[config.mk]
export PLATFORM = sky130hd
export DESIGN_NAME = imem_loader
export DESIGN_NICKNAME = d
export VERILOG_FILES = /design/src/rtl/imem_loader_pkg.sv /design/src/rtl/imem_loader_byte_packer.sv /design/src/rtl/imem_loader.sv
export SDC_FILE = /design/constraint.sdc
export NUM_CORES = 1
export LEC_CHECK = 0
export BUFFER_PORTS_ARGS = -buffer_cell sky130_fd_sc_hd__buf_4
export CORE_AREA = 2 2 121 123
export DETAILED_ROUTE_END_ITERATION = 6
export DIE_AREA = 0 0 123 125
export HOLD_SLACK_MARGIN = 0.15
export PLACE_DENSITY = 0.67
export SETUP_SLACK_MARGIN = 0.3
export SYNTH_ARGS = -nofsm -noshare
export SYNTH_HDL_FRONTEND = slang
export SYNTH_SLANG_ARGS = --single-unit
export TNS_END_PERCENT = 20
[constraint.sdc]
create_clock -name i_clk -period 3.1 [get_ports i_clk]
set_input_delay 0.155 -clock i_clk [delete_from_list [all_inputs] [get_ports i_clk]]
set_output_delay 0.155 -clock i_clk [all_outputs]
set_load 0.1 [all_outputs]
[src/rtl/imem_loader_pkg.sv]
// Shared definitions for the instruction-memory loader and the fetch/flush logic.
package imem_loader_pkg;

    typedef enum logic [2:0] {
        S_IDLE  = 3'd0,
        S_CLEAR = 3'd1,
        S_LEN0  = 3'd2,
        S_LEN1  = 3'd3,
        S_DATA  = 3'd4,
        S_FIN   = 3'd5,
        S_ERR   = 3'd6
    } state_t;

    // addi x0,x0,0
    localparam logic [31:0] NOP_WORD = 32'h00000013;

endpackage

[src/rtl/imem_loader_byte_packer.sv]
// Four-byte little-endian word assembler; o_word_valid fires on the cycle the 4th byte is accepted.
module imem_loader_byte_packer (
    input  logic        i_clk,
    input  logic        i_rst,
    input  logic        i_clr,
    input  logic        i_accept,
    input  logic [7:0]  i_byte,
    output logic        o_word_valid,
    output logic [31:0] o_word
);

    logic [1:0]  r_cnt;
    logic [23:0] r_buf;

    always_ff @(posedge i_clk or posedge i_rst) begin
        if (i_rst) begin
            r_cnt <= 2'd0;
            r_buf <= 24'd0;
        end else if (i_clr) begin
            r_cnt <= 2'd0;
        end else if (i_accept) begin
            case (r_cnt)
                2'd0:    r_buf[7:0]   <= i_byte;
                2'd1:    r_buf[15:8]  <= i_byte;
                2'd2:    r_buf[23:16] <= i_byte;
                default: ;
            endcase
            r_cnt <= r_cnt + 2'd1;
        end
    end

    assign o_word_valid = i_accept & ~i_clr & (r_cnt == 2'd3);
    assign o_word       = {i_byte, r_buf};

endmodule

[src/rtl/imem_loader.sv]
// Fills instruction memory from a byte stream: NOP clear, 16-bit word count, then LE words.
module imem_loader #(
    parameter int          ADDR_WIDTH = 8,
    parameter logic [31:0] NOP_WORD   = imem_loader_pkg::NOP_WORD
) (
    input  logic        i_clk,
    input  logic        i_rst,
    input  logic        i_start,
    input  logic        i_abort,
    input  logic        i_s_valid,
    input  logic [7:0]  i_s_data,
    output logic        o_s_ready,
    output logic        o_wr_en,
    output logic [31:0] o_wr_addr,
    output logic [31:0] o_wr_data,
    output logic        o_cpu_hold,
    output logic        o_busy,
    output logic        o_done,
    output logic        o_err,
    output logic [15:0] o_word_count
);
    import imem_loader_pkg::*;

    localparam logic [16:0] DEPTH = 17'(2 ** ADDR_WIDTH);

    state_t                r_state, w_next;
    logic [ADDR_WIDTH-1:0] r_clr_idx;
    logic [7:0]            r_len_lo;
    logic [15:0]           r_len;
    logic                  r_wr_en, r_cpu_hold, r_done, r_err;
    logic [31:0]           r_wr_addr, r_wr_data;
    logic [15:0]           r_word_count;

    logic        w_abort, w_s_ready, w_accept, w_len_bad, w_last_word;
    logic        w_pk_valid;
    logic [31:0] w_pk_word;
    logic [15:0] w_len;

    assign w_abort     = i_abort & (r_state != S_IDLE);
    assign w_s_ready   = (r_state == S_LEN0) | (r_state == S_LEN1) | (r_state == S_DATA);
    // abort wins over a byte offered in the same cycle
    assign w_accept    = i_s_valid & w_s_ready & ~w_abort;
    assign w_len       = {i_s_data, r_len_lo};
    assign w_len_bad   = (w_len == 16'd0) | ({1'b0, w_len} > DEPTH);
    assign w_last_word = w_pk_valid & ((r_word_count + 16'd1) == r_len);

    imem_loader_byte_packer u_packer (
        .i_clk        (i_clk),
        .i_rst        (i_rst),
        .i_clr        ((r_state != S_DATA) | w_abort),
        .i_accept     (w_accept & (r_state == S_DATA)),
        .i_byte       (i_s_data),
        .o_word_valid (w_pk_valid),
        .o_word       (w_pk_word)
    );

    always_ff @(posedge i_clk or posedge i_rst) begin
        if (i_rst) r_state <= S_IDLE;
        else       r_state <= w_next;
    end

    always_comb begin
        w_next = r_state;
        if (w_abort) begin
            w_next = S_IDLE;
        end else begin
            case (r_state)
                S_IDLE:  if (i_start) w_next = S_CLEAR;
                S_CLEAR: if (&r_clr_idx) w_next = S_LEN0;
                S_LEN0:  if (w_accept) w_next = S_LEN1;
                S_LEN1:  if (w_accept) w_next = w_len_bad ? S_ERR : S_DATA;
                S_DATA:  if (w_last_word) w_next = S_FIN;
                default: w_next = S_IDLE;
            endcase
        end
    end

    always_ff @(posedge i_clk or posedge i_rst) begin
        if (i_rst) begin
            r_clr_idx    <= '0;
            r_len_lo     <= 8'd0;
            r_len        <= 16'd0;
            r_wr_en      <= 1'b0;
            r_wr_addr    <= 32'd0;
            r_wr_data    <= 32'd0;
            r_cpu_hold   <= 1'b0;
            r_done       <= 1'b0;
            r_err        <= 1'b0;
            r_word_count <= 16'd0;
        end else begin
            r_wr_en <= 1'b0;
            r_done  <= 1'b0;
            if (w_abort) begin
                r_err      <= 1'b1;
                r_cpu_hold <= 1'b0;
            end else begin
                case (r_state)
                    S_IDLE: if (i_start) begin
                        r_err        <= 1'b0;
                        r_word_count <= 16'd0;
                        r_cpu_hold   <= 1'b1;
                        r_clr_idx    <= '0;
                    end
                    S_CLEAR: begin
                        r_wr_en   <= 1'b1;
                        r_wr_addr <= 32'({r_clr_idx, 2'b00});
                        r_wr_data <= NOP_WORD;
                        r_clr_idx <= r_clr_idx + 1'b1;
                    end
                    S_LEN0: if (w_accept) r_len_lo <= i_s_data;
                    S_LEN1: if (w_accept) r_len <= w_len;
                    S_DATA: if (w_pk_valid) begin
                        r_wr_en      <= 1'b1;
                        r_wr_addr    <= 32'({r_word_count[ADDR_WIDTH-1:0], 2'b00});
                        r_wr_data    <= w_pk_word;
                        r_word_count <= r_word_count + 16'd1;
                    end
                    S_FIN: begin
                        r_done     <= 1'b1;
                        r_cpu_hold <= 1'b0;
                    end
                    S_ERR: begin
                        r_err      <= 1'b1;
                        r_cpu_hold <= 1'b0;
                    end
                    default: ;
                endcase
            end
        end
    end

    assign o_s_ready    = w_s_ready;
    assign o_wr_en      = r_wr_en;
    assign o_wr_addr    = r_wr_addr;
    assign o_wr_data    = r_wr_data;
    assign o_cpu_hold   = r_cpu_hold;
    assign o_busy       = (r_state != S_IDLE);
    assign o_done       = r_done;
    assign o_err        = r_err;
    assign o_word_count = r_word_count;

endmodule
; Word-level counts from Yosys, hierarchy flattened
; Cells that the tools add are included.
[classes]
n_addsub = 3
magnitude_cmp = 1
eq_ne = 18
muxes = 30
bitwise_logic = 13
n_reduce_logical = 23
[ops]
columns = op, count
row1 = 32-bit one-hot mux with 2 select lines, 2
row2 = 32-bit 2-to-1 mux, 2
row3 = 16-bit 2-to-1 mux, 2
row4 = 16-bit one-hot mux with 2 select lines, 1
row5 = 3-bit AND reduction, 7
row6 = 3-bit 2-to-1 mux, 6
row7 = "3-bit inequality test, second input constant", 6
row8 = "16-bit by 1-bit adder with 16-bit output, second input constant", 1
row9 = 16-bit == test, 1
row10 = "16-bit by 9-bit > comparator with 1-bit output, second input constant", 1
row11 = 16-bit zero test, 1
row12 = 8-bit one-hot mux with 2 select lines, 1
row13 = 3-bit one-hot mux with 5 select lines, 1
row14 = "3-bit == test, second input constant", 3
row15 = 3-bit nonzero test, 3
row16 = "8-bit by 1-bit adder with 8-bit output, second input constant", 1
row17 = 1-bit 2-to-1 mux, 8
row18 = 8-bit 2-to-1 mux, 1
row19 = 8-bit AND reduction, 1
row20 = 2-bit nonzero test, 4
row21 = 1-bit AND, 7
row22 = "3-bit by 2-bit == test with 1-bit output, second input constant", 2
row23 = 2-bit 2-to-1 mux, 3
row24 = 1-bit one-hot mux with 2 select lines, 3
row25 = 13 further kinds, 20
[word_totals]
reg_bits = 145
in_bits = 13
out_inout_bits = 86
word_cells = 103

; Longest topological paths before layout
; Gate-level depths: netlist (run 1).
[depth]
depth_word = 12
mapped_depth = 10
ltp_nobuf = 7

; Modules after synthesis
; A second synthesis (run 1) with hierarchy kept.
[unflattened]
hier_cells = 596
area_unflattened_um2 = 6015.8
[by_module_without_submodules]
columns = mod, n_inst, cells_each, area_per_inst_um2, seq_area_each_um2
row1 = imem_loader, 1, 522, 4862.2, 2377.3
row2 = imem_loader_byte_packer, 1, 74, 1153.6, 650.6

; Worst setup path after synthesis (run 1)
; Ideal clock, no wire load.
[synth_path]
kind = reg-to-output
start = reg r_state[1]
end = out o_s_ready
arrival_ns = 2.876
required_ns = 2.945
path_slack_ns = 0.069
stages_incl_launch_ff = 5
n_path_buf = 2
cell_sequence = dfrtp_1 buf_2 buf_2 inv_1 o21ai_0
[synth_via]
elab_chain_len = 3
elab_cells_between_ends = 5
classes_between = 3 x eq/ne / 2 x bitwise
[synth_rtl]
columns = element, line
row1 = from (decl), imem_loader.sv:26  ; state_t r_state, w_next;
row2 = from (signal assigned), imem_loader.sv:59  ; else r_state <= w_next;
row3 = 3-bit by 2-bit == test with 1-bit output, imem_loader.sv:40  ; assign w_s_ready = (r_state == S_LEN0) | (r_state == S_LEN1) | (r_state == S_DATA);
row4 = 1-bit OR, imem_loader.sv:40
row5 = 1-bit OR (*), imem_loader.sv:40
row6 = to (decl), imem_loader.sv:12  ; output logic o_s_ready,
; Every way passes the cells marked *; elsewhere a longest branch is shown, timed or not.

; Worst setup path in the final report (run 1)
; Same ends and word-level chain as after synthesis.

==> results of run 1 <==
report_power, final:
part | leakage [nW] | total, mW | internal (mW) | switching (mW)
combinational | 1.55 | 2.08 | 0.631 | 1.45
sequential | 1.61 | 2.17 | 1.88 | 0.291
clock | 0.266 | 1.89 | 1.18 | 0.717
total | 3.43 | 6.14 | 3.69 | 2.45
through the flow:
stage | std cells | cell area (µm²) | setup WS [ns]
after detailed placement | 822 | 6560 | 0.878
after CTS | 867 | 7260 | 0.543
final | 867 | 7260 | 0.595
after global placement | 822 | 6560 | 0.916
after global routing | 867 | 7260 | 0.393
after floorplan | 615 | 6030 | 0.0690
routing by layer:
metal	global-route usage (%)	part of all wire (%)	wire length [µm]	vias up
met1	26.2	44	6430	2292
met3	4.97	4.5	656	24
met4	8.09	2.3	328	0
met2	31.7	49	7110	137
li1	-	-	-	2162
met5	0	0	0	-
kinds of logic after synthesis:
| kind of cell | Yosys count | synth area share (%) |
|---|---|---|
| compound gates | 75 | 7.70 |
| other cells | 1 | 0.0631 |
| flops | 121 | 50.9 |
| fa+ha+maj | 6 | 1.26 |
| mux | 49 | 9.26 |
| xor+xnor | 31 | 4.57 |
| simple gates | 243 | 19.8 |
| buf+inv | 66 | 6.36 |
final timing paths:
path | start | to | slack [ns] | depth (start not counted)
max in group asynchronous | i_rst | r_len[8] | 1.79 | 4
max reg2reg | r_state[2] | o_wr_data[30] | 0.80 | 7
min | i_rst | o_wr_en | 0.43 | 3
max | r_state[1] | o_s_ready | 0.60 | 4
min reg2reg | o_wr_data[25] | o_wr_data[25] | 0.46 | 2
min in group i_clk | o_wr_data[25] | o_wr_data[25] | 0.46 | 2
synth_stat cells, types with 2 or more instances:
cell	count
dfrtp_1	121
nand2_1	106
mux2_2	48
nor2_1	42
nand3_1	38
o21ai_0	29
buf_4	25
xnor2_1	22
buf_2	17
clkbuf_1	14
a21oi_1	13
nor3_1	13
a31oi_1	12
nand4_1	9
xor2_1	9
o31ai_1	8
nor4_1	7
ha_1	6
inv_1	5
and2_1	3
nand2b_1	3
nand3b_1	3
a2bb2oi_1	2
and3_1	2
and4b_1	2
buf_1	2
buf_6	2
nor4b_1	2
nor4b_4	2
o32a_1	2
state kept, by name (all words and copies together) (netlist names):
register        count
o_wr_data          32
u_packer.r_buf     24
o_word_count       16
r_len              16
o_wr_addr           8
r_clr_idx           8
r_len_lo            8
r_state             3
u_packer.r_cnt      2
o_cpu_hold          1
o_done              1
o_err               1
o_wr_en             1
worst register-to-register path, stage by stage, from the launching register on:
cell,delay [ns]
dfrtp_1,0.68
nor3b_4,0.31
and3_1,0.44
nor2_2,0.10
inv_2,0.27
buf_12,0.23
nand3_1,0.12
nand2_1,0.09
timing repair:
item | in CTS | in global routing
hold buffers | 13 | 0
buffers inserted | 0 | 0
endpoints found under the hold margin | 86 | 0
cell type report:
| type | instances | area (µm²) | share of cell area, % |
|---|---|---|---|
| sequential | 121 | 3030 | 41.7 |
| multi-input combinational | 428 | 2630 | 36.3 |
| timing repair buffer | 96 | 778 | 10.7 |
| clock buffer | 20 | 437 | 6.02 |
| tap | 184 | 230 | 3.17 |
| clock inverter | 12 | 128 | 1.76 |
| inverter | 6 | 26.3 | 0.362 |
==> impl_metrics.toml, run 1 <==
[worst_hold_path]
hold_class = "in -> async"

[floorplan]
pin_count = 99
dieArea_mm2 = 0.0154
core.rowCount = 44
die_x_um = 123
core_area_mm2 = 0.0142
initial_utilization_pct = 41.9
dieHeight_um = 125

[clock_tree]
clock_path_buffers = 2
clock_tree.root_cell = "clkbuf_16"
htreeDepth = 4
cts.sinks = 121
clk_latency_ns = 0.42
path_clk_slew_ns = 0.06
cts_tree = "yes"
numCtsBuffers = 17
cts_resized = 0

[logic_synthesis]
ys_ff_latch = 121
synthDistinctLibCells = 53
synth_area_leader_cell = "dfrtp_1"
netlist_area_mm2 = 0.00594
synth-edff-count = 0
netlist_instances = 592
yosysWarnings = 0
synth_ff_type = "dfrtp_1"
async_flop_share_pct = 100
synth.top_cell.area_share_pct = 50.9
ys_seq_area_share_pct = 50.9
syn_avg_cell_area_um2 = 10.0
synth_area_leaders = "dfrtp_1, mux2_2, nand2_1"

[status]
outcome = "finished clean"

[grt]
grt_usage_pct = 20.0
grt_pass1_wl_um = 23600
grt_max_degree = 90
grt-ovfl-total = 0
grt_pass1_vias = 4570
antenna_found_initial = 0

[sta]
grt_setup_unrepaired = "false"
final_max_slew_viol_count = 0
fin_crit_ns = 2.50
finalCritPeriodShare_pct = 80.8
finClkSkew_ns = 0.00821
fmax_mhz = 399
setup_violations = 0
hold-worst-slack_ns = 0.427
slew_headroom_pct = 48.5
finalSetupTns_ns = 0
worst_pin_slew_ns = 0.771
hold_viol_final = 0

[worst_setup_path]
path_delay_family = "flip-flops"
critPathBufInv = 1
cp_cell_sequence = "nor2_1 > nand2_1 > o21ai_0 > buf_4"
worstSetupPathType = "reg -> out"
critical_path_arrival_ns = 2.35
slowest_delay_ns = 0.72
start_kind = "flip-flop"
critPathRequiredTime_ns = 2.94
path_max_fanout = 17
endpoint_kind = "output port"
cpMaxStageDelayCell = "dfrtp_1"

[cells_and_area]
fillers = 1306
layout_commonest_cell = "dfrtp_1"
nets = 689
insertedDiodeCount = 0
layout_common_cells = "dfrtp_1, nand2_1, buf_4"
drive_gt1_share_pct = 25.3
final_util_pct = 51.1
synthToLayoutAreaGrowth_pct = 22.1

[placed_design]
place.port_buffers = 74
dp_hpwl_um = 9680
finalWeightedCongestion = 0.866

[power]
peakVddDrop_v = 0.000465
power_density_mw_per_mm2 = 846
total_power_mw = 6.14
p_leak_nw = 3.43

[detailed_routing]
drt_iter0_markers = 343
viasPerCell = 5.32
route.vias.total = 4615
ant_nets = 0
firstDrtPassIters = 4
drc = 0
wirelength_um = 14500
wl_per_cell_um = 16.8

[run]
drv_cap = 0
Power figures use the tool's default switching activity.
==> inputs of run 2 (changes only) <==
--- a/config.mk
+++ b/config.mk
@@ -10,7 +10,7 @@
 export DETAILED_ROUTE_END_ITERATION = 6
 export DIE_AREA = 0 0 123 125
 export HOLD_SLACK_MARGIN = 0.15
-export PLACE_DENSITY = 0.67
+export PLACE_DENSITY = 0.65
 export SETUP_SLACK_MARGIN = 0.3
 export SYNTH_ARGS = -nofsm -noshare
 export SYNTH_HDL_FRONTEND = slang
==> constraint.sdc (replaced) <==
create_clock -name i_clk -period 2.5 [get_ports i_clk]
set_input_delay 0.125 -clock i_clk [delete_from_list [all_inputs] [get_ports i_clk]]
set_output_delay 0.125 -clock i_clk [all_outputs]
set_load 0.1 [all_outputs]
==> impl_metrics.toml, run 2 (synthesized netlist as in run 1, its figures left out) <==
[floorplan]
initial_utilization_pct = 41.9
die_x_um = 123
dieHeight_um = 125
core.rowCount = 44
dieArea_mm2 = 0.0154
pin_count = 99
core_area_mm2 = 0.0142

[cells_and_area]
insertedDiodeCount = 0
layout_commonest_cell = "dfrtp_1"
final_util_pct = 52.0
layout_common_cells = "dfrtp_1, nand2_1, buf_4"
drive_gt1_share_pct = 27.7
synthToLayoutAreaGrowth_pct = 24.4
largest_reg_flops = 32
nets = 703
final_cells = 881

[clock_tree]
clock_path_buffers = 2
cts_tree = "yes"
clock_tree.root_cell = "clkbuf_16"
cts.sinks = 121
clk_latency_ns = 0.42
htreeDepth = 4
numCtsBuffers = 17
path_clk_slew_ns = 0.05

[run]
drv_cap = 0

[detailed_routing]
viasPerCell = 5.30
drc = 0
wirelength_um = 14900
wl_per_cell_um = 17.0
drt_iter0_markers = 269
firstDrtPassIters = 4
ant_nets = 0
route.vias.total = 4669

[sta]
grt_setup_unrepaired = "false"
finClkSkew_ns = 0.0112
setup_ws_ns = 0.400
hold_viol_final = 0
setup_violations = 0
hold-worst-slack_ns = 0.413
worst_pin_slew_ns = 0.679
slew_headroom_pct = 54.8
final_max_slew_viol_count = 0
finalCritPeriodShare_pct = 84.0
fmax_mhz = 476
fin_crit_ns = 2.10

[grt]
grt-ovfl-total = 0
antenna_found_initial = 0
grtUsageMet1_pct = 27.0
gr-max-usage-layer = "met2"
use_met2_pct = 33.1
grt_pass1_wl_um = 24400
grt_pass1_vias = 4702
grt_max_degree = 122
grt_usage_pct = 20.7
use_met3_pct = 5.52

[placed_design]
dp_hpwl_um = 10100
finalWeightedCongestion = 0.867
post-place-cells = 834
pre_cts_ws_ns = 0.311
place.port_buffers = 74

[worst_setup_path]
worstSetupPathType = "reg -> out"
path_max_fanout = 16
endpoint_kind = "output port"
critPathRequiredTime_ns = 2.38
start_kind = "flip-flop"
critical_path_arrival_ns = 1.98

[power]
power_density_mw_per_mm2 = 1030
p_leak_nw = 3.51
peakVddDrop_v = 0.000617

[status]
outcome = "finished clean"

[worst_hold_path]
hold_class = "in -> async"
run 2: cell types whose count changed in the layout (fill, tap and decap cells not counted), sizes merged:
| cell | previous run | this run |
|---|---|---|
| bufinv | 2 | 1 |
| clkbuf | 20 | 21 |
| buf | 83 | 97 |
| clkinv | 6 | 5 |
| inv | 5 | 6 |
run 2: routing by layer:
| layer | wire [µm] | part of all wire [%] |
|---|---|---|
| met4 | 156 | 1.0 |
| met3 | 818 | 5.5 |
| met5 | 0 | 0 |
| met2 | 7310 | 49 |
| met1 | 6650 | 45 |
run 2: through the flow:
stage / TNS (ns) / instance area, µm² / total power [mW]
after global placement: 0 / 6650 / 5.25
final: 0 / 7390 / 7.63
after floorplan: -0.552 / 6030 / 4.74
after global routing: 0 / 7390 / 8.00
after CTS: 0 / 7340 / 7.66
after detailed placement: 0 / 6650 / 5.32
run 2: worst max-delay path: stages, from the launching register on:
cell     delay [ns]
dfrtp_1        0.50
buf_4          0.23
nor2_1         0.23
nand2_4        0.20
o21ai_0        0.15
buf_6          0.25
run 2: timing repair:
action	CTS	global route
gates resized for setup	1	7
pin swaps	0	1
setup endpoints to repair	1	4
buffers inserted	0	2
endpoints found under the hold margin	176	0
hold buffers	13	0
run 2: path summary, 6_finish.rpt:
path                          startpoint               to  slack, ns  cells past startpoint
max reg2reg                   r_state[0]       r_state[2]       0.40                      6
min                                i_rst  o_word_count[8]       0.41                      4
max                           r_state[0]        o_s_ready       0.40                      5
min in group i_clk         o_wr_data[19]    o_wr_data[19]       0.47                      2
min reg2reg                o_wr_data[19]    o_wr_data[19]       0.47                      2
max in group asynchronous          i_rst       r_state[2]       1.54                      4
run 2: area by class of cell:
cell class / count / area [µm²]
clock buffers: 21 / 460
multi-input cells: 428 / 2660
repair buffers: 110 / 887
flip-flops and latches: 121 / 3030
clock inverters: 11 / 97.6
inverters: 6 / 26.3
fillers: 1279 / 6810
well taps: 184 / 230
run 2: power breakdown:
| group | switching [mW] | internal (mW) |
|---|---|---|
| clock network | 0.891 | 1.41 |
| registers | 0.355 | 2.33 |
| logic | 1.81 | 0.823 |
==> inputs of run 3 (changes only) <==
--- a/config.mk
+++ b/config.mk
@@ -5,12 +5,13 @@
 export SDC_FILE = /design/constraint.sdc
 export NUM_CORES = 1
 export LEC_CHECK = 0
+export ABC_AREA = 1
 export BUFFER_PORTS_ARGS = -buffer_cell sky130_fd_sc_hd__buf_4
-export CORE_AREA = 2 2 121 123
+export CORE_AREA = 2 2 122 124
 export DETAILED_ROUTE_END_ITERATION = 6
-export DIE_AREA = 0 0 123 125
+export DIE_AREA = 0 0 124 126
 export HOLD_SLACK_MARGIN = 0.15
-export PLACE_DENSITY = 0.65
+export PLACE_DENSITY = 0.64
 export SETUP_SLACK_MARGIN = 0.3
 export SYNTH_ARGS = -nofsm -noshare
 export SYNTH_HDL_FRONTEND = slang
==> constraint.sdc (replaced) <==
create_clock -name i_clk -period 2.1 [get_ports i_clk]
set_input_delay 0.105 -clock i_clk [delete_from_list [all_inputs] [get_ports i_clk]]
set_output_delay 0.105 -clock i_clk [all_outputs]
set_load 0.1 [all_outputs]
==> impl_metrics.toml, run 3 <==
[status]
outcome = "finished clean"

[sta]
finClkSkew_ns = 0.0106
fin_crit_ns = 1.89
setup_violations = 0
finalCritPeriodShare_pct = 90.2
fmax_mhz = 528
grt_setup_unrepaired = "true"
hold-worst-slack_ns = 0.279
setup_ws_ns = 0.206
hold_viol_final = 0
final_max_slew_viol_count = 0

[clock_tree]
clk_latency_ns = 0.42
cts_tree = "yes"
htreeDepth = 4
cts.sinks = 121
clock_tree.root_cell = "clkbuf_16"
numCtsBuffers = 17
path_clk_slew_ns = 0.06
clock_path_buffers = 2

[grt]
grt_max_degree = 54
grt_usage_pct = 20.7
use_met3_pct = 4.62
gr-max-usage-layer = "met2"
grtUsageMet1_pct = 29.2
grt-ovfl-total = 0
antenna_found_initial = 0
grt_pass1_vias = 4838
grt_pass1_wl_um = 24900
use_met2_pct = 31.6

[placed_design]
dp_hpwl_um = 10200
pre_cts_ws_ns = 0.0404
place.port_buffers = 74
placed_cell_area_mm2 = 0.00681
finalWeightedCongestion = 0.879
post-place-cells = 985

[logic_synthesis]
synth_area_leaders = "dfrtp_1, nand2_1, nand3_1"
synth-edff-count = 0
yosys-top-cells-count = "nand2_1, dfrtp_1, nand3_1, nor2_1, inv_1"
synth.top_cell.area_share_pct = 50.5
netlist_instances = 729
yosysWarnings = 0
ys_ff_latch = 121
synth_ff_type = "dfrtp_1"
ys_seq_area_share_pct = 50.5
synth_most_common_cell = "nand2_1"
synthDistinctLibCells = 33
syn_avg_cell_area_um2 = 8.23
async_flop_share_pct = 100
synth_area_leader_cell = "dfrtp_1"
netlist_area_mm2 = 0.00600

[cells_and_area]
largest_reg_flops = 32
fillers = 1314
multiInputGateArea_mm2 = 0.00265
nets = 870
layout_commonest_cell = "nand2_1"
synthToLayoutAreaGrowth_pct = 33.2
layout_common_cells = "nand2_1, dfrtp_1, buf_4"
seq_area_mm2 = 0.00303
drive_gt1_share_pct = 25.0
insertedDiodeCount = 0
final_cells = 1047
stdcell_area_mm2 = 0.00799

[worst_setup_path]
path_delay_family = "simple AND/OR/NAND/NOR gates"
cpMaxStageDelayCell = "dfrtp_1"
crit_top_cell = "nand2_1"
critical_path_arrival_ns = 2.20
path_max_fanout = 4
slowest_delay_ns = 0.40
endpoint_kind = "flip-flop"
cp_cell_sequence = "buf_6 > inv_1 > nor2_4 > nand2_1 > nor2_1 > nor2_1 > nand2_1 > nand3_1 > nor2_1 > nand3_2 > nand2_4 > nand2_1 > nand2_1 > nand2_1"
worstSetupPathType = "reg -> reg"
critPathRequiredTime_ns = 2.41
start_kind = "flip-flop"
critPathBufInv = 2

[power]
peakVddDrop_v = 0.000731
p_leak_nw = 3.97
power_density_mw_per_mm2 = 1230
total_power_mw = 9.86

[floorplan]
core.rowCount = 44
dieHeight_um = 126
initial_utilization_pct = 41.9
core_area_mm2 = 0.0143
pin_count = 99
dieArea_mm2 = 0.0156
die_x_um = 124

[detailed_routing]
ant_nets = 0
wl_per_cell_um = 15.3
drt_iter0_markers = 432
route.vias.total = 5311
wirelength_um = 16000
firstDrtPassIters = 5
viasPerCell = 5.07
drc = 0

[run]
drv_cap = 0

[worst_hold_path]
hold_class = "in -> async"
[run 3: cell count changes in the layout (fill, tap and decap cells not counted), sizes merged, moves of 9 or more]
cell / change
buf: +19
inv: +67
mux2: -32
nand2: +72
nand3: +61
nor2: +34
nor3: -9
o21ai: +15
xnor2: -21
[run 3: through the flow]
stage	util (%)	TNS (ns)
after floorplan	-	-6.26
after global placement	47.6	0
after detailed placement	47.6	0
after CTS	53.8	0
after global routing	55.8	0
final	55.8	0
[run 3: path summary, 6_finish.rpt]
check                      slack (ns)               to  depth (start not counted)       startpoint
min reg2reg                      0.49         r_len[4]                          2      r_len_lo[4]
min                              0.28     o_wr_addr[5]                          3            i_rst
max                              0.21       r_state[0]                         14  o_word_count[0]
max reg2reg                      0.21       r_state[0]                         14  o_word_count[0]
min in group i_clk               0.46           o_done                          3          i_abort
max in group asynchronous        1.19  o_word_count[2]                          4            i_rst
[run 3: final cells by class]
class,count,area share [%]
clock buffer,20,5.59
clock inverter,11,2.46
inverter,74,3.55
multi-input combinational,506,33.2
sequential,121,37.9
tap,184,2.88
timing repair buffer,131,14.4
[run 3: power breakdown]
group          switching (mW)  internal [mW]  leakage (nW)  total, mW
Clock                    1.06           2.13         0.306       3.19
Combinational            2.63          0.957          2.10       3.59
Sequential              0.286           2.80          1.56       3.09
[run 3: cell families (layout without fill, tap and decap cells)]
| logic type | Yosys count | after routing | share of synthesized area [%] |
|---|---|---|---|
| other | 1 | 24 | 0.0625 |
| DFF | 121 | 121 | 50.5 |
| muxes | 16 | 16 | 3.00 |
| adders and majority gates | 6 | 6 | 1.25 |
| xor gates and xnor gates | 4 | 4 | 0.584 |
| buffers and inverters | 125 | 236 | 9.83 |
| AOI/OAI and AO/OA | 78 | 78 | 7.05 |
| and+or+nand+nor | 378 | 378 | 27.7 |
[run 3: routing by layer]
metal / vias up / part of all wire, %
met2: 163 / 47
met4: 0 / 1.9
met1: 2537 / 46
met5: - / 0
met3: 31 / 5.0
li1: 2580 / -
[run 3: worst register-to-register path: cells and delay by family, from the launching register on]
kind	cells	cell delay (ns)
DFF	1	0.40
buffers and inverters	2	0.21
and+or+nand+nor	12	1.18
[run 3: what timing repair did]
item                                   CTS  global route
hold buffers                            12             0
setup endpoints to repair               37            86
gates cloned                             0             4
pin swaps                                7            13
gates resized for setup                 18            33
buffers inserted                         7             8
endpoints found under the hold margin  137             0
